--- src/rtl/break_pkg.sv ---
// Shared types for the break-away LED sequencer: LED count, frame type and FSM states.
package break_pkg;

  localparam int LED_COUNT = 5;

  typedef logic [LED_COUNT-1:0] led_frame_t;

  typedef enum logic [1:0] {
    IDLE,
    LOAD,
    SHOW
  } seq_state_t;

endpackage

--- src/rtl/led_frame_fifo.sv ---
// First-word-fall-through FIFO of {frame, duration} entries; pushes while full and pops while empty are ignored.
module led_frame_fifo
  import break_pkg::*;
#(
  parameter int DEPTH = 4,
  parameter int DUR_W = 8
) (
  input  logic                 clk,
  input  logic                 rst_n,
  input  logic                 push,
  input  logic [LED_COUNT-1:0] wr_frame,
  input  logic [DUR_W-1:0]     wr_dur,
  input  logic                 pop,
  output logic [LED_COUNT-1:0] rd_frame,
  output logic [DUR_W-1:0]     rd_dur,
  output logic                 full,
  output logic                 empty
);

  localparam int AW = $clog2(DEPTH);

  led_frame_t       frame_mem [DEPTH];
  logic [DUR_W-1:0] dur_mem   [DEPTH];
  logic [AW:0]      wr_ptr;
  logic [AW:0]      rd_ptr;
  logic             do_push;
  logic             do_pop;

  // Extra pointer MSB distinguishes full from empty when the index bits match.
  assign empty   = (wr_ptr == rd_ptr);
  assign full    = (wr_ptr[AW] != rd_ptr[AW]) && (wr_ptr[AW-1:0] == rd_ptr[AW-1:0]);
  assign do_push = push && !full;
  assign do_pop  = pop && !empty;

  assign rd_frame = frame_mem[rd_ptr[AW-1:0]];
  assign rd_dur   = dur_mem[rd_ptr[AW-1:0]];

  always_ff @(posedge clk or negedge rst_n) begin
    if (!rst_n) begin
      wr_ptr <= '0;
      rd_ptr <= '0;
    end else begin
      if (do_push) wr_ptr <= wr_ptr + 1'b1;
      if (do_pop)  rd_ptr <= rd_ptr + 1'b1;
    end
  end

  always_ff @(posedge clk) begin
    if (do_push) begin
      frame_mem[wr_ptr[AW-1:0]] <= wr_frame;
      dur_mem[wr_ptr[AW-1:0]]   <= wr_dur;
    end
  end

endmodule

--- src/rtl/break_led_sequencer.sv ---
// Plays buffered LED frames on the break-away LEDs for exact tick counts.
// Optional PWM dimming with a brightness input when BREAK_LED_PWM_EN is defined.
module break_led_sequencer
  import break_pkg::*;
#(
  parameter int TICK_DIV   = 12000,
  parameter int FIFO_DEPTH = 4,
  parameter int DUR_W      = 8
) (
  input  logic                 i_clock,
  input  logic                 i_reset_n,
  input  logic [LED_COUNT-1:0] i_frame,
  input  logic [DUR_W-1:0]     i_duration,
  input  logic                 i_valid,
  output logic                 o_ready,
  output logic [LED_COUNT-1:0] o_leds,
  output logic                 o_busy
`ifdef BREAK_LED_PWM_EN
  ,
  input  logic [3:0]           i_brightness
`endif
);

  localparam int               PRE_W    = $clog2(TICK_DIV);
  localparam logic [PRE_W-1:0] PRE_LAST = PRE_W'(TICK_DIV - 1);
  localparam logic [PRE_W-1:0] PRE_PEN  = PRE_W'(TICK_DIV - 2);
  localparam logic [DUR_W-1:0] DUR_ONE  = DUR_W'(1);

  seq_state_t       state;
  logic [PRE_W-1:0] pre;
  logic [DUR_W-1:0] cnt;
  led_frame_t       cur_frame;
  led_frame_t       hold_frame;
  logic [DUR_W-1:0] hold_dur;
  led_frame_t       rd_frame;
  logic [DUR_W-1:0] rd_dur;
  logic             full;
  logic             empty;
  logic             push;
  logic             pop;
  logic             ready_q;
  logic             last_tick;
  logic             end_tick;

  assign push    = i_valid && ready_q;
  assign o_ready = ready_q;
  assign o_busy  = (state != IDLE) || !empty;

  // The next frame is popped one cycle before the final tick ends so the LOAD
  // cycle still belongs to the outgoing frame and back-to-back frames abut.
  assign last_tick = (cnt == DUR_ONE) && ((pre == PRE_PEN) || (pre == PRE_LAST));
  assign end_tick  = (cnt == DUR_ONE) && (pre == PRE_LAST);

  always_comb begin
    pop = 1'b0;
    unique case (state)
      IDLE:    pop = !empty;
      SHOW:    pop = !empty && ((cnt == '0) || last_tick);
      default: pop = 1'b0;
    endcase
  end

  led_frame_fifo #(
    .DEPTH (FIFO_DEPTH),
    .DUR_W (DUR_W)
  ) u_fifo (
    .clk      (i_clock),
    .rst_n    (i_reset_n),
    .push     (push),
    .wr_frame (i_frame),
    .wr_dur   (i_duration),
    .pop      (pop),
    .rd_frame (rd_frame),
    .rd_dur   (rd_dur),
    .full     (full),
    .empty    (empty)
  );

  always_ff @(posedge i_clock) begin
    if (pop) begin
      hold_frame <= rd_frame;
      hold_dur   <= rd_dur;
    end
  end

  always_ff @(posedge i_clock or negedge i_reset_n) begin
    if (!i_reset_n) begin
      state     <= IDLE;
      pre       <= '0;
      cnt       <= '0;
      cur_frame <= '0;
      ready_q   <= 1'b0;
    end else begin
      ready_q <= !full;
      unique case (state)
        IDLE: begin
          if (pop) state <= LOAD;
        end
        LOAD: begin
          cur_frame <= hold_frame;
          cnt       <= hold_dur;
          pre       <= '0;
          state     <= SHOW;
        end
        SHOW: begin
          pre <= (pre == PRE_LAST) ? '0 : pre + 1'b1;
          if ((pre == PRE_LAST) && (cnt != '0)) cnt <= cnt - 1'b1;
          if (pop)           state <= LOAD;
          else if (end_tick) state <= IDLE;
        end
        default: state <= IDLE;
      endcase
    end
  end

`ifdef BREAK_LED_PWM_EN
  logic [3:0] pwm_cnt;
  led_frame_t leds_q;
  led_frame_t frame_next;

  // Mask the frame that the FSM is about to show so dimming adds no latency.
  assign frame_next = (state == LOAD) ? hold_frame : cur_frame;
  assign o_leds     = leds_q;

  always_ff @(posedge i_clock or negedge i_reset_n) begin
    if (!i_reset_n) begin
      pwm_cnt <= '0;
      leds_q  <= '0;
    end else begin
      pwm_cnt <= pwm_cnt + 1'b1;
      leds_q  <= frame_next & {LED_COUNT{pwm_cnt < i_brightness}};
    end
  end
`else
  assign o_leds = cur_frame;
`endif

endmodule

--- config.mk ---
export PLATFORM = sky130hd
export DESIGN_NAME = break_led_sequencer
export DESIGN_NICKNAME = d
export VERILOG_FILES = /design/src/rtl/break_pkg.sv /design/src/rtl/led_frame_fifo.sv /design/src/rtl/break_led_sequencer.sv
export SDC_FILE = /design/constraint.sdc
export NUM_CORES = 1
export LEC_CHECK = 0
export BUFFER_PORTS_ARGS = -buffer_cell sky130_fd_sc_hd__buf_2
export CORE_MARGIN = 2
export CORE_UTILIZATION = 47
export DETAILED_ROUTE_END_ITERATION = 12
export PLACE_DENSITY = 0.66
export SLEW_MARGIN = 0
export SYNTH_ARGS = -nofsm -noshare
export SYNTH_HDL_FRONTEND = slang
export SYNTH_SLANG_ARGS = --single-unit
--- constraint.sdc ---
create_clock -name i_clock -period 2.55 [get_ports i_clock]
set_clock_uncertainty 0.15 [all_clocks]
set_input_delay 0.51 -clock i_clock [delete_from_list [all_inputs] [get_ports i_clock]]
set_output_delay 0.51 -clock i_clock [all_outputs]
set_load 0.01 [all_outputs]
==> results.md <==
Status:
- The flow ran to the end, and the final reports show no timing, DRC or antenna violations.

Clock tree:
- The clock tree root driver cell is clkbuf_8.
- Clock-pin slew was measured on the worst setup and hold paths at 100 ps.
- In this run the deepest clock path goes through 2 buffers.
- TritonCTS built the clock tree.
- For the worst-skew pair, the clock arrives at the later sink with an insertion delay of around 360 ps.
- In this run the number of H-tree levels came out at 3.
- The count of clock tree sinks is 101.
- The number of clock buffers added by TritonCTS is 9.

GRT:
- The met1 track demand over resource in global routing is 0.2132.
- The first global-routing pass estimated roughly 12 mm of wire.
- The number of global-route vias before repair is between 2000 and 3000.
- For this run, global-route usage on met2 was measured as 0.2607.
- The largest net degree at the start of global routing is 37.
- The met3 layer usage reported by global route is 0.04716.
- In this run the most used layer during global routing was met2.
- The global route total overflow is 0.
- The number of antenna violations at the first check in global routing is 0.
- Across every metal layer, demand over resource in global routing totals 0.1628.

Yosys:
- Synthesis produced between 200 and 300 cells.
- Of the post-synthesis cell area, the dominant cell type holds 0.4455.
- The mean cell area of the mapped netlist is around 15 µm².
- The warning count from the yosys run is 0.
- The post-synthesis cell area is around 4400 µm².
- The most area-hungry cell type in the Yosys netlist is edfxtp_1.
- The synthesized netlist net count is between 300 and 400.
- The unique cell type count in the Yosys netlist is 50.
- The share of the Yosys chip area taken by registers is 0.6511.
- By area the synthesized netlist is led by edfxtp_1, dfrtp_1, mux4_2.
- The synthesized design contains around 100 register bits.

Worst setup path:
- The endpoint identified for the worst register-to-register timing path is cnt[5]$_DFFE_PN0P_.
- Data on the critical path is required at its endpoint by around 2700 ps.
- The startpoint of the lowest-slack register-to-register path is pre[8]$_DFFE_PN0P_.
- The maximum fanout encountered on the critical timing path is 11.
- The register-to-register setup slack is ~110 ps.
- The classification of the worst setup path is flop to flop.
- The worst register-to-register path has a depth of 6.
- The arrival time of the worst setup path is ~2600 ps.
- STA classifies the critical path startpoint as a flop.
- The sort of element at the end of the critical path is a flop.

STA:
- The post-route clock period utilization is 0.9588.
- The number of hold-slack violations in the final timing report is 0.
- For this run, the top clock speed supported by timing is about 0.41 GHz.
- The transition time of the tightest slew-check pin is about 830 ps.
- The worst slew margin relative to its limit is 0.4488.
- Setup total negative slack on the finished layout was measured at 0 ps.
- Setup repair after global routing left no endpoint under its margin.
- The tightest hold path in the finished design has a slack of ~81 ps.
- The total of endpoints with negative setup slack in the final report is 0.
- The final critical path time including I/O delays and setup is between 2000 and 2500 ps.
- The final count of pins violating max slew is 0.

Die:
- The standard cell core area is 9153 µm².
- The floorplan step set the die width to just over 100 µm.
- The die outline area is a little over 10000 µm².
- The number of placement rows is 35.
- 23 I/O pins were placed.
- The starting utilization of the core area is 0.4787.
- The floorplan step set the die height to between 100 and 150 µm.

Finish:
- The repair_antennas step left the layout with diodes totalling 0.
- The top cell types in the final layout, fill and taps aside, are edfxtp_1, dfrtp_1, buf_2.
- In the final design database the tool counted ~360 nets.
- The library cell used most frequently in the layout, excluding fill and tap cells, is edfxtp_1.
- After routing the design area is roughly 4900 µm².
- The growth of design area from synthesis to finish is 11.74%.
- Of the cells placed in the final design, the portion with a size suffix greater than 1 is 0.2440.

Placed design:
- During placement, the flow inserted port buffers numbering 22.
- The routability congestion estimate from global placement is 0.8255.
- After detailed placement, the total cell area comes to 4684 µm².
- The sum of net half-perimeters after detailed placement is about 5 mm.

Drt:
- The number of vias after detailed routing is ~2400.
- For this block, the routed nets add up to slightly above 7 mm of wire.
- In this run, the number of DRC markers left after iteration 0 of detailed routing was roughly 110.
- For this run, the detailed router's first-pass iteration total came to 4.
- The number of remaining DRC errors is 0.
- After detailed routing, the number of vias per cell comes to 5.459.
- The count of nets left with antenna violations after detail routing is 0.
- The post-detailed-route wirelength per cell is about 16 µm.

Flow run:
- The number of max-cap violations is 0.

Power and ir drop:
- The static leakage is 1.846 nW.
- The total power draw is about 0.0055 W.
- Dividing total power by cell area gives a power density of 1131 nW/µm².
- IR analysis of the VDD net gives a maximum drop of 0.6032 mV.

Worst hold path:
- The class of the tightest hold or removal check is input pin to asynchronous set/reset pin.
## cell type report
type                    instances  area [µm²]
repair buffers                 37       222.7
clock buffers                  10       127.6
inverters                      10       37.54
multi-input cells             172        1453
clock inverters                 6       63.81
well taps                     111       138.9
fillers                       748        4257
flip-flops and latches        101        2853
## state kept, by name (all words and copies together) (netlist names)
register / count
o_ready: 1
cnt: 8
u_fifo.dur_mem: 32
o_leds: 5
u_fifo.frame_mem: 20
state: 2
pre: 14
hold_dur: 8
hold_frame: 5
u_fifo.rd_ptr: 3
u_fifo.wr_ptr: 3
## worst max path at each step
stage                             from                   end
floorplan           cnt[1]$_DFFE_PN0P_  state[1]$_DFFE_PN0P_
global placement    pre[8]$_DFFE_PN0P_    cnt[2]$_DFFE_PN0P_
detailed placement  pre[8]$_DFFE_PN0P_    cnt[2]$_DFFE_PN0P_
CTS                 pre[8]$_DFFE_PN0P_    cnt[2]$_DFFE_PN0P_
global route        pre[8]$_DFFE_PN0P_    cnt[2]$_DFFE_PN0P_
finish              pre[8]$_DFFE_PN0P_    cnt[5]$_DFFE_PN0P_
## through the flow
| stage | utilization | setup slack, ps | instances |
|---|---|---|---|
| after floorplan | - | 15.83 | 296 |
| after global placement | 0.5118 | 122.1 | 429 |
| after detailed placement | 0.5118 | 94.51 | 429 |
| after CTS | 0.5333 | 85.90 | 445 |
| after global routing | 0.5349 | 15.54 | 447 |
| final | 0.5349 | 105.1 | 447 |
## critical path: stages (launching register included)
cell	delay, ps
dfrtp_1	430
or4b_1	530
or4_4	580
a2bb2oi_4	320
buf_4	180
nor2_1	40
nor3_2	160
## per-layer routing
layer  vias up  share of wire  wire, µm
met1      1203           0.46      3314
met4         0          0.014       104
met2        45           0.49      3566
li1       1181              -         -
met5         -              0         0
met3        11          0.040       291
## power breakdown
group	switching [W]	internal, W	total, W
Combinational	0.00108	0.000919	0.00199
Sequential	0.000243	0.00232	0.00257
Clock	0.000594	0.000383	0.000977
## synth_stat cells, drive strengths merged
cell type  instances
ha                14
o31ai              3
dfrtp             36
a211oi             1
o21ai              4
nor4               2
nor3b              2
o211ai             1
clkbuf             9
or4                2
edfxtp            65
mux2               8
mux2i              6
nand3             11
and3               4
nor3               7
xor2               9
mux4              13
nand4bb            1
nand4b             1
a21bo              1
a21o               2
nand4              2
nor2              18
a32oi              1
and4               3
nor2b              1
a31oi              2
or3                1
o32ai              2
a21boi             1
and2               6
a2111oi            1
o21bai             1
inv               10
nor4b              1
a32o               1
buf                4
o22ai              2
nand2             21
or4b               1
a21oi              9
xnor2              5
a2bb2oi            1
## cells by family (layout without fill, tap and decap cells)
group,after synthesis,count (layout),synth area share
flops,101,101,0.6511
mux,27,27,0.1011
simple gates,84,84,0.1022
buf+inv,23,63,0.02199
xor+xnor,14,14,0.02798
compound gates,33,33,0.05568
fa+ha+maj,14,14,0.03998
## what timing repair did
item                       in CTS  in global routing
setup endpoints to repair       1                  2
hold endpoints to repair        0                  0
pin swaps                       0                  1
cloned                          0                  0
resized for setup               1                  0
setup buffers                   0                  2
hold buffers                    0                  0
Power figures use the tool's default switching activity.
